===== config.mk =====
export PLATFORM = sky130hd
export DESIGN_NAME = hilo_muldiv_unit
export DESIGN_NICKNAME = d
export VERILOG_FILES = /design/src/rtl/hilo_muldiv_unit.sv
export SDC_FILE = /design/constraint.sdc
export NUM_CORES = 2
export LEC_CHECK = 0
export ABC_CLOCK_PERIOD_IN_PS = 9120
export CAP_MARGIN = 20
export CORE_MARGIN = 1.5
export CORE_UTILIZATION = 49
export CTS_CLUSTER_DIAMETER = 30
export CTS_CLUSTER_SIZE = 30
export DETAILED_ROUTE_END_ITERATION = 6
export PLACE_DENSITY = 0.78
export SLEW_MARGIN = 20
export SYNTH_ARGS = -nofsm -noshare
export SYNTH_HDL_FRONTEND = slang
export SYNTH_SLANG_ARGS = --single-unit

===== constraint.sdc =====
create_clock -name clk -period 9.12 [get_ports clk]
set_input_delay 1.368 -clock clk [delete_from_list [all_inputs] [get_ports clk]]
set_output_delay 1.368 -clock clk [all_outputs]
set_load 0.01 [all_outputs]

===== src/rtl/hilo_muldiv_unit.sv =====
//------------------------------------------------------------------------------
// hilo_muldiv_unit
//
// Execute-stage multiply/divide engine producing the 64-bit {hi, lo} result
// that travels down the pipeline to the hi/lo write port in WB.
//   MULT/MULTU : operands latched on accept, product registered in the single
//                MUL cycle, result visible in DONE (two cycles after accept).
//   DIV/DIVU   : restoring divider on operand magnitudes, one quotient bit per
//                cycle, MSB first; sign correction applied when the last bit
//                is produced. Divide-by-zero skips the iterations entirely.
//
// Ports
//   clk             : system clock, rising edge
//   rst             : asynchronous reset, active low
//   start           : launch an operation (only honoured in IDLE, no flush)
//   op              : 00 MULT, 01 MULTU, 10 DIV, 11 DIVU
//   src_a           : rs operand (multiplicand / dividend)
//   src_b           : rt operand (multiplier / divisor)
//   flush           : abort the in-flight operation / squash the done pulse
//   busy            : high while an operation occupies the unit (stall)
//   done            : one-cycle pulse, hl_data valid
//   hl_data         : {hi, lo}; held until the next completed operation
//   hl_write_enable : same as done, drives the hi/lo write in WB
//------------------------------------------------------------------------------
module hilo_muldiv_unit #(
  parameter int DIV_CYCLES = 32
) (
  input  logic        clk,
  input  logic        rst,
  input  logic        start,
  input  logic [1:0]  op,
  input  logic [31:0] src_a,
  input  logic [31:0] src_b,
  input  logic        flush,
  output logic        busy,
  output logic        done,
  output logic [63:0] hl_data,
  output logic        hl_write_enable
);

  localparam int CNT_W = $clog2(DIV_CYCLES);
  localparam logic [CNT_W-1:0] LAST_ITER = CNT_W'(DIV_CYCLES - 1);

  typedef enum logic [1:0] {
    ST_IDLE,
    ST_MUL,
    ST_DIV,
    ST_DONE
  } state_t;

  state_t state_reg, state_next;

  // Operand / datapath state
  logic             mul_signed_reg;  // MULT (signed) vs MULTU
  logic [31:0]      opa_reg;         // multiplicand, or dividend shifting out / quotient shifting in
  logic [31:0]      opb_reg;         // multiplier, or divisor magnitude
  logic [31:0]      rem_reg;         // partial remainder (always < divisor, fits 32 bits)
  logic [CNT_W-1:0] cnt_reg;
  logic             neg_q_reg;
  logic             neg_r_reg;
  logic [63:0]      hl_data_reg;

  //--------------------------------------------------------------------------
  // Accept decode and operand conditioning
  //--------------------------------------------------------------------------
  logic        accept;
  logic        in_is_div;
  logic        in_div_signed;
  logic        in_div_zero;
  logic [31:0] a_load;
  logic [31:0] b_load;

  assign accept        = (state_reg == ST_IDLE) && start && !flush;
  assign in_is_div     = op[1];
  assign in_div_signed = op[1] && !op[0];
  assign in_div_zero   = op[1] && (src_b == 32'd0);

  // Signed divide works on magnitudes; 0x80000000 maps onto itself, which is
  // exactly the unsigned magnitude, so the most-negative case needs no trap.
  assign a_load = (in_div_signed && src_a[31]) ? (~src_a + 32'd1) : src_a;
  assign b_load = (in_div_signed && src_b[31]) ? (~src_b + 32'd1) : src_b;

  //--------------------------------------------------------------------------
  // Multiplier: extend to 64 bits according to signedness; the low 64 bits of
  // the 64x64 product are the exact 32x32 result in both cases.
  //--------------------------------------------------------------------------
  logic [63:0] mul_ext_a;
  logic [63:0] mul_ext_b;
  logic [63:0] product;

  assign mul_ext_a = {{32{mul_signed_reg & opa_reg[31]}}, opa_reg};
  assign mul_ext_b = {{32{mul_signed_reg & opb_reg[31]}}, opb_reg};
  assign product   = mul_ext_a * mul_ext_b;

  //--------------------------------------------------------------------------
  // Restoring divide step: shift the next dividend bit into a 33-bit partial
  // remainder and subtract the divisor; a clear sign bit means the quotient
  // bit is 1 and the difference is kept.
  //--------------------------------------------------------------------------
  logic [32:0] rem_shift;
  logic [32:0] rem_trial;
  logic        q_bit;
  logic [31:0] rem_step;
  logic [31:0] quo_step;
  logic [31:0] quo_fixed;
  logic [31:0] rem_fixed;

  assign rem_shift = {rem_reg, opa_reg[31]};
  assign rem_trial = rem_shift - {1'b0, opb_reg};
  assign q_bit     = ~rem_trial[32];
  assign rem_step  = q_bit ? rem_trial[31:0] : rem_shift[31:0];
  assign quo_step  = {opa_reg[30:0], q_bit};

  // Quotient sign is the XOR of operand signs; remainder follows the dividend.
  assign quo_fixed = neg_q_reg ? (~quo_step + 32'd1) : quo_step;
  assign rem_fixed = neg_r_reg ? (~rem_step + 32'd1) : rem_step;

  //--------------------------------------------------------------------------
  // FSM
  //--------------------------------------------------------------------------
  always_ff @(posedge clk or negedge rst) begin
    if (!rst) begin
      state_reg <= ST_IDLE;
    end else begin
      state_reg <= state_next;
    end
  end

  always_comb begin
    state_next = state_reg;
    busy       = 1'b0;
    done       = 1'b0;
    unique case (state_reg)
      ST_IDLE: begin
        busy = accept;
        if (accept) begin
          if (!in_is_div) begin
            state_next = ST_MUL;
          end else if (in_div_zero) begin
            state_next = ST_DONE;
          end else begin
            state_next = ST_DIV;
          end
        end
      end
      ST_MUL: begin
        busy       = 1'b1;
        state_next = flush ? ST_IDLE : ST_DONE;
      end
      ST_DIV: begin
        busy = 1'b1;
        if (flush) begin
          state_next = ST_IDLE;
        end else if (cnt_reg == LAST_ITER) begin
          state_next = ST_DONE;
        end
      end
      ST_DONE: begin
        done       = !flush;
        state_next = ST_IDLE;
      end
      default: begin
        state_next = ST_IDLE;
      end
    endcase
  end

  //--------------------------------------------------------------------------
  // Datapath registers
  //--------------------------------------------------------------------------
  always_ff @(posedge clk or negedge rst) begin
    if (!rst) begin
      mul_signed_reg <= 1'b0;
      opa_reg        <= 32'd0;
      opb_reg        <= 32'd0;
      rem_reg        <= 32'd0;
      cnt_reg        <= '0;
      neg_q_reg      <= 1'b0;
      neg_r_reg      <= 1'b0;
      hl_data_reg    <= 64'd0;
    end else begin
      unique case (state_reg)
        ST_IDLE: begin
          if (accept) begin
            mul_signed_reg <= !op[0];
            opa_reg        <= a_load;
            opb_reg        <= b_load;
            rem_reg        <= 32'd0;
            cnt_reg        <= '0;
            neg_q_reg      <= in_div_signed && (src_a[31] ^ src_b[31]);
            neg_r_reg      <= in_div_signed && src_a[31];
            // Divide-by-zero result is fixed and known at accept time.
            if (in_div_zero) begin
              hl_data_reg <= {src_a, 32'hFFFF_FFFF};
            end
          end
        end
        ST_MUL: begin
          if (!flush) begin
            hl_data_reg <= product;
          end
        end
        ST_DIV: begin
          if (flush) begin
            cnt_reg <= '0;
          end else begin
            opa_reg <= quo_step;
            rem_reg <= rem_step;
            if (cnt_reg == LAST_ITER) begin
              cnt_reg     <= '0;
              hl_data_reg <= {rem_fixed, quo_fixed};
            end else begin
              cnt_reg <= cnt_reg + 1'b1;
            end
          end
        end
        default: begin
        end
      endcase
    end
  end

  assign hl_data         = hl_data_reg;
  assign hl_write_enable = done;

endmodule


==> summary.md <==
| Metric | Value |
|---|---|
| Via count | around 42000 |
| Drt total wl | 156800 um |
| RSZ-0062 raised after global routing | false |
| Dpl hpwl | 128600 um |
| Area growth from synthesis to layout | 8.188% |
| Internal reg-to-reg setup slack | 0.22 ns |
| CP required | between 9 and 10 ns |
| Final count of hold timing violations | 0 |
| CTS tree | built |
| Routed Antenna Nets | 0 |
| # DRC | 0 |
| Critical Path Stages | 27 |
| Post-synth ARST share | 1.000 |
| Worst-path clk slew | roughly 0.080 ns |
| Clock Path Buffers | 2 |
| Reg2reg end | hl_data[58] |
| Die H | between 300 and 400 um |
| Crit path max-delay family | adder cells |
| Min Tclk post-route | 8.898 ns |
| Worst-margin pin slew | about 1.2 ns |
| Yosys warns | 0 |
| DRT Pass-1 Iters | 6 |
| Netlist cell types | 100 |
| DIE WIDTH | between 300 and 400 um |
| DRT iter0 DRCs | approximately 4000 |
| Initial antenna violation count | 7 |
| Relative slew slack | 0.2166 |
| First-pass GRT wire length | 249200 um |
| H-tree Lvls | 4 |
| Clock root cell | clkbuf_16 |
| Utilization after layout | 0.5345 |
| CP endpoint | hl_data[58] |
| Worst r2r src | opa_reg[15] |
| Status | finished clean |
| Cell count after synthesis | roughly 5900 |
| #FFs+latches synth | 170 |
| Seq/Total Area, Yosys | 0.08320 |
| GPL Wtd Cong | slightly above 1 |
| Slowest library cell on the worst path | or4_1 |
| Max-slew violation count | 0 |
| Mapped Area | between 50000 and 60000 sq um |
| Core Area | about 100000 sq um |
| Maximum clock rate | 0.1124 GHz |
| Setup CP Type | reg -> reg |
| GR Overflow Total | 0 |
| CTS hold repair buffers | 0 |
| I/O Buffers | 136 |
| Share of cells above drive strength 1 | 0.05618 |
| Buf/Inv on CP | 7 |
| Crit-path max cell delay | between 0.7 and 0.8 ns |
| Main synth FF type | dfrtp_1 |
| Total CTS buffers | 17 |
| Largest net degree at the start of global routing | around 110 |
| Rows | 118 |
| Worst skew pair latency | just over 0.5 ns |
| CTS sink cnt | 170 |
| Critical path startpoint category | flop |
| Max-Cap Viols | 0 |
| Setup crit start | opa_reg[15] |
| Routed WL per cell | 21.56 um |
| Total GRT Usage | 0.3035 |
| Post-Syn Area per Cell | 8.699 sq um |
| Mean number of vias per cell | approximately 5.8 |
| Vias in the first global route | about 44000 |
| Clock Skews | approximately 0.023 ns |
| Post-synth EDFFs | 0 |
| Post-route insts no fill | 7273 |
| Placed Instances | 7236 |
| Reg2reg path depth | 27 |
| Tightest Hold Check Type | reg -> reg |
| Fin nets | 7332 |
| Most used cell, CP | fa_1 |
| IO Pins | roughly 140 |
| Fin Setup TNS | 0 ns |
| Critical Path Fanout Max | 26 |
| Final setup fails | 0 |
| Final Cycle Share | 0.9756 |
| Die area | about 110000 sq um |
| Net Count, Synth | ~7300 |
| Max reg flops | 64 |
| Worst Path Arrival | between 9 and 10 ns |
| Initial Utilization | 0.4940 |
| Worst Setup End Kind | flop |
logic make-up (layout without fill, tap and decap cells):
family	Yosys count	in the layout	share of synthesized area
AO/OA/AOI/OAI	769	769	0.09607
XOR/XNOR	196	196	0.03357
adder cells (fa/ha/maj)	1383	1383	0.5038
buffers and inverters	1545	1559	0.1144
flip-flops	170	170	0.08320
multiplexers	32	32	0.006460
other	0	1	0
AND/OR/NAND/NOR	1783	1783	0.1626
per-stage QoR:
stage	cell area (sq um)	worst slack [ns]	hold slack (ns)
finish	55320	0.2224	0.4836
global route	55310	0.002996	0.5100
CTS	55210	0.02994	0.4840
detailed placement	54610	0.05400	0.4677
global placement	54610	0.1145	0.4633
floorplan	51130	0.6634	0.4453
cell type report:
class                   instances  area (sq um)
diodes                          1         2.502
clock buffers                  19         432.9
clock inverters                13         157.7
fillers                      9167         48180
inverters                    1192          4484
multi-input cells            4163         41100
flip-flops and latches        170          4278
well taps                    1380          1727
repair buffers                335          3133
placed cells by master, fill, tap and decap left out, types with 15 or more instances in the layout:
cell type | Yosys | final
clkdlybuf4s50_1 | 0 | 135
buf_4 | 5 | 175
o31ai_1 | 31 | 31
and2_1 | 319 | 319
inv_1 | 1190 | 1188
fa_1 | 1126 | 1125
a221oi_1 | 44 | 44
nor4_1 | 26 | 25
nor2_1 | 212 | 212
a211oi_1 | 19 | 17
xor2_1 | 62 | 62
dfrtp_2 | 0 | 19
or4_1 | 17 | 17
buf_12 | 0 | 21
clkbuf_16 | 0 | 17
nor3_1 | 61 | 61
dfrtp_1 | 170 | 151
nor2b_1 | 15 | 15
xnor2_1 | 134 | 134
a21o_1 | 36 | 36
o21ai_0 | 239 | 239
nand3_1 | 31 | 30
a21oi_1 | 199 | 198
ha_1 | 257 | 255
nand2_1 | 950 | 948
and3_1 | 47 | 47
mux2i_1 | 24 | 24
a31oi_1 | 30 | 29
o21a_1 | 19 | 19
nand2b_1 | 20 | 20
or3_1 | 28 | 28
repair_timing:
item,in CTS,in global routing
resized for setup,2,32
pin swaps,0,1
buffers inserted,0,4
endpoints found under the setup margin,1,8
synthesized netlist by cell type (all sizes together), types with 13 or more instances:
cell    count  area, sq um
a21oi     203         1046
mux2i      24        240.2
ha        257         3216
a221oi     45        400.4
nand2     950         3566
xor2       62        543.0
xnor2     134         1174
buf        54        249.0
nand3      32        165.2
inv      1191         4473
o31ai      31        232.7
o21a       20        151.4
clkbuf    299         1122
nand2b     20        125.1
o21ai     252         1272
nor3       65        357.8
and2      320         2002
a211oi     22        180.2
fa       1126        22540
nor4       31        234.0
o41ai      13        136.4
a21o       36        270.3
and3       47        294.0
or3        29        186.4
nor2      214        822.0
dfrtp     170         4254
nor2b      15        93.84
or4        17        127.6
a31oi      30        187.7
metal layers:
layer,up-vias,GRT usage,part of all wire
met4,6,0.1532,0.058
met2,2116,0.4895,0.47
met5,-,0,0.00031
li1,17920,-,-
met1,21281,0.3906,0.38
met3,510,0.05919,0.095
how the worst min path moves through the flow:
stage | start | to | cells after the start
floorplan | cnt_reg[4] | cnt_reg[4] | 2
global placement | cnt_reg[4] | cnt_reg[4] | 2
detailed placement | hl_data[32] | hl_data[32] | 1
CTS | hl_data[32] | hl_data[32] | 1
global route | hl_data[32] | hl_data[32] | 1
finish | hl_data[32] | hl_data[32] | 1
Power is not shown: default switching activity piles up to over one toggle a cycle in this logic, so the estimate is an artifact.
